===== src/rtl/lfsr_stream_decoder.sv =====
// Receive-side keystream decryptor: XORs the serial link stream with a 16-bit LFSR
// and packs plaintext bits LSB-first into words behind a 1-entry valid/ready register.
module lfsr_stream_decoder #(
  parameter logic [15:0] SEED_DEFAULT = 16'h009C,
  parameter int          DATA_W       = 8
) (
  input  logic              clk,
  input  logic              reset,
  input  logic              seed_load,
  input  logic [15:0]       seed_in,
  input  logic              bit_valid,
  input  logic              bit_in,
  input  logic              out_ready,
  output logic [DATA_W-1:0] byte_out,
  output logic              byte_valid,
  output logic              overrun
);

  localparam int CNT_W = (DATA_W > 1) ? $clog2(DATA_W) : 1;
  localparam logic [CNT_W-1:0] LAST_CNT = CNT_W'(DATA_W - 1);

  logic [15:0]       lfsr_q, lfsr_d;
  logic [CNT_W-1:0]  bit_cnt_q, bit_cnt_d;
  logic [DATA_W-1:0] shift_q, shift_d;
  logic [DATA_W-1:0] byte_q, byte_d;
  logic              valid_q, valid_d;
  logic              overrun_q, overrun_d;

  logic              accept;
  logic              plain;
  logic              feedback;
  logic              complete;
  logic              transfer;
  logic [DATA_W-1:0] word;

  // A bit arriving together with seed_load belongs to the old keystream and is dropped.
  assign accept   = bit_valid & ~seed_load;
  assign plain    = bit_in ^ lfsr_q[15];
  assign feedback = lfsr_q[15] ^ lfsr_q[13] ^ lfsr_q[12] ^ lfsr_q[10];
  assign complete = accept && (bit_cnt_q == LAST_CNT);
  assign transfer = valid_q & out_ready;

  always_comb begin
    lfsr_d    = lfsr_q;
    bit_cnt_d = bit_cnt_q;
    shift_d   = shift_q;
    byte_d    = byte_q;
    valid_d   = valid_q;
    overrun_d = overrun_q;
    word      = shift_q;
    word[bit_cnt_q] = plain;

    if (seed_load) begin
      lfsr_d    = (seed_in == 16'h0000) ? SEED_DEFAULT : seed_in;
      bit_cnt_d = '0;
      shift_d   = '0;
      overrun_d = 1'b0;
    end else if (accept) begin
      lfsr_d = {lfsr_q[14:0], feedback};
      if (complete) begin
        bit_cnt_d = '0;
        shift_d   = '0;
      end else begin
        bit_cnt_d = bit_cnt_q + 1'b1;
        shift_d   = word;
      end
    end

    if (transfer) begin
      valid_d = 1'b0;
    end

    // The output slot is free if empty or being drained this cycle; otherwise drop.
    if (complete) begin
      if (!valid_q || out_ready) begin
        byte_d  = word;
        valid_d = 1'b1;
      end else begin
        overrun_d = 1'b1;
      end
    end
  end

  always_ff @(posedge clk or negedge reset) begin
    if (!reset) begin
      lfsr_q    <= SEED_DEFAULT;
      bit_cnt_q <= '0;
      shift_q   <= '0;
      byte_q    <= '0;
      valid_q   <= 1'b0;
      overrun_q <= 1'b0;
    end else begin
      lfsr_q    <= lfsr_d;
      bit_cnt_q <= bit_cnt_d;
      shift_q   <= shift_d;
      byte_q    <= byte_d;
      valid_q   <= valid_d;
      overrun_q <= overrun_d;
    end
  end

  assign byte_out   = byte_q;
  assign byte_valid = valid_q;
  assign overrun    = overrun_q;

endmodule


===== config.mk =====
export PLATFORM = sky130hd
export DESIGN_NAME = lfsr_stream_decoder
export DESIGN_NICKNAME = d
export VERILOG_FILES = /design/src/rtl/lfsr_stream_decoder.sv
export SDC_FILE = /design/constraint.sdc
export NUM_CORES = 1
export LEC_CHECK = 0
export ABC_AREA = 0
export CAP_MARGIN = 10
export CORE_ASPECT_RATIO = 1.4
export CORE_MARGIN = 8
export CORE_UTILIZATION = 47
export CTS_CLUSTER_SIZE = 20
export DETAILED_ROUTE_END_ITERATION = 8
export GPL_TIMING_DRIVEN = 0
export PLACE_DENSITY = 0.72
export SLEW_MARGIN = 40
export SYNTH_ARGS = -nofsm -noshare
export SYNTH_HDL_FRONTEND = slang
export SYNTH_SLANG_ARGS = --single-unit

===== constraint.sdc =====
create_clock -name clk -period 1.6 [get_ports clk]
set_input_delay 0.32 -clock clk [delete_from_list [all_inputs] [get_ports clk]]
set_output_delay 0.32 -clock clk [all_outputs]
set_load 0.005 [all_outputs]

==> flow_summary_export.csv, run 1 <==
group,metric,value,unit
run_status,status,"finished with violations",
run_status,violations,"setup timing",
sta,setup_violations,5,
cells_and_area,fillers,307,
logic_synthesis,syn_area,1933,um2
floorplanning,ios,32,
logic_synthesis,synthesis.nets,198,
logic_synthesis,yosysTopAreaCellShare,0.4272,
min_path,min_path_type,"in2reg",
sta,setup_slack,-24.07,ps
setup_path,cp.required,1780,ps
sta,worst_pin_slew,592.8,ps
sta,finalHoldViolCount,0,
clock_tree,clk_path_buf_depth,2,
place,dp_hpwl,3.381,mm
floorplanning,die_width,70.20,um
cells_and_area,multi_input_area,1091,um2
global_routing,grt_use_total,0.1564,
sta,period_needed,1624,ps
place,pre_cts_ws,-589.5,ps
setup_path,crit_fanout,6,
sta,finalCritPeriodShare,1.015,
clock_tree,cts_tree,"yes",
routing,wl,5.082,mm
cells_and_area,nets,248,
clock_tree,path_clk_slew,70,ps
logic_synthesis,synth_seq_area_share,0.4816,
power,power_leakage,1.191,nW
logic_synthesis,yosys.area.top_type,"dfrtp_1",
global_routing,grt_pass1_vias,1620,
run,drv_cap,0,
place,port_buffers,30,
setup_path,cp-end-kind,"flip-flop",
place,globalplace.congestion,0.7700,
sta,clock.fmax,615.7,MHz
setup_path,start_kind,"flip-flop",
clock_tree,insertion_delay,290,ps
setup_path,reg2reg_depth,4,
logic_synthesis,syn_avg_cell_area,11.11,um2
routing,drt_pass1_iterations,4,
global_routing,grt_overflow,0,
power,power.total,0.002058,W
logic_synthesis,ys_ff_latch,37,
setup_path,critPathLaunch,"bit_cnt_q[2]$_DFFE_PN0P_",
floorplanning,start_util,0.4891,
cells_and_area,mostFrequentLayoutCells,"31 x dfrtp_1, 20 x mux2_2, 19 x nand2_1, 14 x clkdlybuf4s50_1",
sta,drv_slew,0,
clock_tree,root_buffer,"clkbuf_8",
setup_path,cp.arrival,1800,ps
cells_and_area,ff_latch_area,933.4,um2
setup_path,crit_type,"reg2reg",
routing,route.vias.total,1574,
sta,finalSetupTns,-68.16,ps
floorplanning,die_area,6450,um2
min_path,hold_depth,2,
routing,drtIter0Drc,80,
cells_and_area,area_growth,37.54,%
sta,max-slew-margin-rel,0.6048,
cells_and_area,fin_util,0.6727,
cells_and_area,drive_gt1_frac,0.3616,
logic_synthesis,netlist_instances,174,
floorplanning,die_y,91.88,um
place,dp.cells,248,
routing,viasPerCell,5.895,
logic_synthesis,yosysWarnings,0,
floorplanning,rows,27,
routing,drtAntennaViolNets,0,
min_path,min_from,"seed_in[3]",
routing,drc,0,
routing,wl_per_cell,19.03,um
clock_tree,cts.sinks,37,
clock_tree,h-tree-depth,2,
clock_tree,numCtsBuffers,5,
sta,rsz0062_at_grt,"yes",
global_routing,grt_antenna_before_repair,0,
power,ir_drop,0.7035,mV
cells_and_area,antenna-diode-count,0,
global_routing,grt_pass1_wl,8.142,mm
global_routing,grt_max_degree,25,
logic_synthesis,ys_top_cells_by_area,"dfrtp_1 43%, mux2_2 12%, mux2i_1 6.7%, dfstp_2 5.4%, nand2_1 3.9%",
cells_and_area,fin_cells,267,
logic_synthesis,synth_cell_types,30,
cells_and_area,layout.cells.most_common,"dfrtp_1",
floorplanning,coreArea,3953,um2
sta,finalClockSkew,7.830,ps
setup_path,r2r-start,"bit_cnt_q[2]$_DFFE_PN0P_",
power,power_density,773.9,nW/um2
## registers in the layout (all words and copies together), names as in the netlist
signal and cells:
shift_q 8, lfsr_q 16, byte_valid 1, bit_cnt_q 3, overrun 1, byte_out 8
## metal layers
metal	vias to the layer above	global-route usage	routed length, um	share of wire
met5	-	0	0	0
met4	0	0.06387	88	0.017
met3	10	0.03883	221	0.043
met2	48	0.2605	2687	0.53
met1	789	0.1877	2084	0.41
li1	727	-	-	-
## cell families (layout without fill, tap and decap cells)
family	Yosys count	count (layout)	share of synthesized area
AND/OR/NAND/NOR	56	56	0.1696
flip-flops	37	37	0.4816
multiplexers	33	33	0.1838
AO/OA/AOI/OAI	29	29	0.1068
buffers and inverters	13	63	0.02718
XOR/XNOR	4	4	0.01813
adder cells (fa/ha/maj)	2	2	0.01294
## final timing paths
kind | to | slack [ps]
worst max-delay path | byte_out[3]$_DFFE_PN0P_ | -20
max in group asynchronous | lfsr_q[3]$_DFFE_PN1P_ | 610
worst min-delay path | lfsr_q[3]$_DFFE_PN1P_ | 340
worst max register to register | byte_out[3]$_DFFE_PN0P_ | -20
worst min register to register | byte_out[6]$_DFFE_PN0P_ | 510
min in group asynchronous | shift_q[6]$_DFFE_PN0P_ | 470
## critical path, cell delays in order (launching register included)
cell	delay, ps
dfrtp_2	470
clkbuf_2	170
and3b_1	270
mux2_2	340
mux2_2	270
## through the flow
| step | instance area (um2) | hold WS [ps] |
|---|---|---|
| after floorplan | 1944 | 24.41 |
| after global placement | 2298 | 479.0 |
| after detailed placement | 2321 | 258.8 |
| after CTS | 2525 | 395.8 |
| after global routing | 2659 | 343.7 |
| final | 2659 | 341.5 |
## what timing repair did
item                       CTS  global route
hold buffers                 1             0
pin swaps                   14             9
setup endpoints to repair   23            27
resized for setup           37            25
gates cloned                 1             1
setup buffers                3             6
hold endpoints to repair    12             0
## synth_stat cells (all sizes together)
cell	instances
mux2i	13
a31oi	9
o31ai	1
nand2	20
inv	1
mux2	20
dfrtp	33
o41ai	1
xor2	1
xnor2	3
a22oi	2
nor3	2
nand3	8
nor3b	3
o21ai	11
or4	4
nor2b	2
or3b	8
nor2	5
dfstp	4
o22a	4
o21bai	1
ha	2
and3b	3
buf	3
and3	1
clkbuf	9
## area by class of cell
cell class | count | area share
inverters | 1 | 0.001412
plain buffers | 12 | 0.02871
well taps | 43 | 0.02024
multi-input cells | 124 | 0.4104
flip-flops and latches | 37 | 0.3511
repair buffers | 43 | 0.1558
clock buffers | 7 | 0.03247
## power breakdown
group	total (W)	switching (W)	internal [W]
sequential	0.00104	0.0000422	0.000999
combinational	0.000355	0.000178	0.000178
clock	0.000661	0.000320	0.000342
Power figures use the tool's default switching activity.
==> run 2, diff against run 1 <==
CORE_ASPECT_RATIO = 0.7   (was 1.4)
==> flow_summary_export.csv, run 2 (synthesis gave the netlist of run 1 again) <==
group,metric,value,unit
clock_tree,numCtsBuffers,5,
floorplanning,die_width,92.66,um
cells_and_area,antenna-diode-count,0,
sta,setup_violations,0,
power,power_density,817.6,nW/um2
clock_tree,h-tree-depth,2,
sta,finalSetupTns,0,ps
setup_path,cp.arrival,1780,ps
cells_and_area,multi_input_area,1130,um2
clock_tree,clk_path_buf_depth,2,
clock_tree,cts_tree,"yes",
place,globalplace.congestion,0.8993,
min_path,min_path_type,"in2reg",
floorplanning,ios,32,
floorplanning,start_util,0.4899,
setup_path,rr_endpoint,"byte_out[3]$_DFFE_PN0P_",
setup_path,crit_fanout,8,
global_routing,grt_pass1_wl,8.100,mm
power,p_sw_frac,0.2479,
place,placed_cell_area,2332,um2
floorplanning,die_y,69.66,um
routing,drtIter0Drc,93,
cells_and_area,design_area,2755,um2
global_routing,grt_pass1_vias,1670,
power,p_int,0.001694,W
routing,wl_per_cell,18.41,um
setup_path,r2r-start,"bit_cnt_q[0]$_DFFE_PN0P_",
cells_and_area,nets,246,
setup_path,cp-end-kind,"flip-flop",
clock_tree,insertion_delay,300,ps
setup_path,critPathLaunch,"bit_cnt_q[0]$_DFFE_PN0P_",
clock_tree,cts.sinks,37,
sta,worst_pin_slew,582.0,ps
run,drv_cap,0,
cells_and_area,largest-register,"lfsr_q",
global_routing,grt_antenna_before_repair,0,
cells_and_area,largest_register_ffs,16,
power,p_clk_frac,0.375,
clock_tree,root_buffer,"clkbuf_8",
power,netSwitchingPower,0.0005584,W
sta,finalCritPeriodShare,0.9981,
cells_and_area,layout.cells.most_common,"dfrtp_1",
place,port_buffers,30,
cells_and_area,area_growth,42.52,%
cells_and_area,ff_latch_area,933.4,um2
power,pwr-share-comb,0.163,
cells_and_area,fillers,280,
sta,clock.fmax,626.2,MHz
setup_path,cp-endpoint,"byte_out[3]$_DFFE_PN0P_",
routing,drtAntennaViolNets,0,
routing,drc,0,
place,dp_hpwl,3.284,mm
floorplanning,coreArea,3946,um2
sta,period_needed,1597,ps
global_routing,grt_overflow,0,
floorplanning,rows,19,
setup_path,crit_type,"reg2reg",
routing,drt_pass1_iterations,4,
global_routing,grt_max_degree,22,
power,p_seq_frac,0.462,
sta,drv_slew,0,
routing,wl,5.063,mm
setup_path,cp.required,1780,ps
sta,finalClockSkew,10.61,ps
sta,finalHoldViolCount,0,
routing,viasPerCell,5.756,
routing,route.vias.total,1583,
global_routing,grt_use_total,0.1568,
power,power_leakage,1.234,nW
clock_tree,path_clk_slew,80,ps
setup_path,reg2reg_depth,6,
setup_path,rrSetupSlack,3,ps
sta,rsz0062_at_grt,"yes",
cells_and_area,drive_gt1_frac,0.3677,
run_status,status,"complete, no violations",
setup_path,start_kind,"flip-flop",
floorplanning,die_area,6454,um2
sta,max-slew-margin-rel,0.6120,
cells_and_area,mostFrequentLayoutCells,"31 x dfrtp_1, 19 x nand2_1, 15 x clkdlybuf4s50_1, 14 x mux2_2, 13 x mux2i_1",
power,ir_drop,0.6378,mV
## run 2: cell count changes in the layout (fill, tap and decap cells not counted), sizes merged
cell | previous run | this run
bufinv | 0 | 1
clkdlybuf4s50 | 14 | 15
dlygate4sd2 | 13 | 10
dlymetal6s2s | 2 | 4
clkbuf | 16 | 14
## run 2: worst min-delay path by stage
| stage | startpoint | endpoint | slack (ps) | cells past startpoint |
|---|---|---|---|---|
| finish | seed_in[4] | lfsr_q[4]$_DFFE_PN1P_ | 320 | 2 |
| global route | seed_in[3] | lfsr_q[3]$_DFFE_PN1P_ | 320 | 2 |
| CTS | seed_in[14] | lfsr_q[14]$_DFFE_PN0P_ | 390 | 3 |
| detailed placement | reset | lfsr_q[11]$_DFFE_PN0P_ | 290 | 1 |
| global placement | overrun$_DFF_PN0_ | overrun$_DFF_PN0_ | 480 | 2 |
| floorplan | reset | bit_cnt_q[0]$_DFFE_PN0P_ | 20 | 0 |
## run 2: worst max-delay path: stages (launching register included)
cell and delay [ps]:
dfrtp_1 410, ha_4 160, ha_4 170, nand2_4 70
nor3_4 160, buf_12 160, mux2_2 330
## run 2: area by class of cell
type / instances / share of cell area
multi-input cells: 124 / 0.4101
flip-flops and latches: 37 / 0.3388
repair buffers: 41 / 0.1544
clock buffers: 7 / 0.03134
plain buffers: 12 / 0.02952
well taps: 52 / 0.02361
clock inverters: 1 / 0.01090
inverters: 1 / 0.001362
## run 2: through the flow
step	util	std cells	hold WS (ps)	power (W)	worst slack, ps
floorplan	-	174	24.41	0.001233	-12.68
global placement	0.5853	256	477.0	0.001348	-587.3
detailed placement	0.5910	257	285.2	0.001368	-423.2
CTS	0.6550	272	387.5	0.002220	-1.958
global route	0.6982	275	320.5	0.002348	-46.18
finish	0.6982	275	320.7	0.002252	3.068
## run 2: per-layer routing
| metal | vias up | track usage | wire (um) |
|---|---|---|---|
| met3 | 10 | 0.05946 | 324 |
| met4 | 0 | 0.06762 | 99 |
| met2 | 55 | 0.2326 | 2347 |
| met5 | - | 0 | 0 |
| li1 | 729 | - | - |
| met1 | 789 | 0.1977 | 2291 |
## run 2: timing repair
item	CTS	global route
gates resized for setup	30	49
cloned	1	1
hold buffers	1	0
setup buffers	5	2
pin swaps	9	18
hold endpoints to repair	16	0
endpoints found under the setup margin	23	27
## run 2: power groups by stage
| stage | sequential (W) | combinational (W) | clock [W] |
|---|---|---|---|
| CTS | 0.00104 | 0.000331 | 0.000853 |
| global route | 0.00104 | 0.000403 | 0.000900 |
| floorplan | 0.00104 | 0.000190 | 0 |
| detailed placement | 0.00106 | 0.000311 | 0 |
| finish | 0.00104 | 0.000368 | 0.000845 |
| global placement | 0.00105 | 0.000296 | 0 |
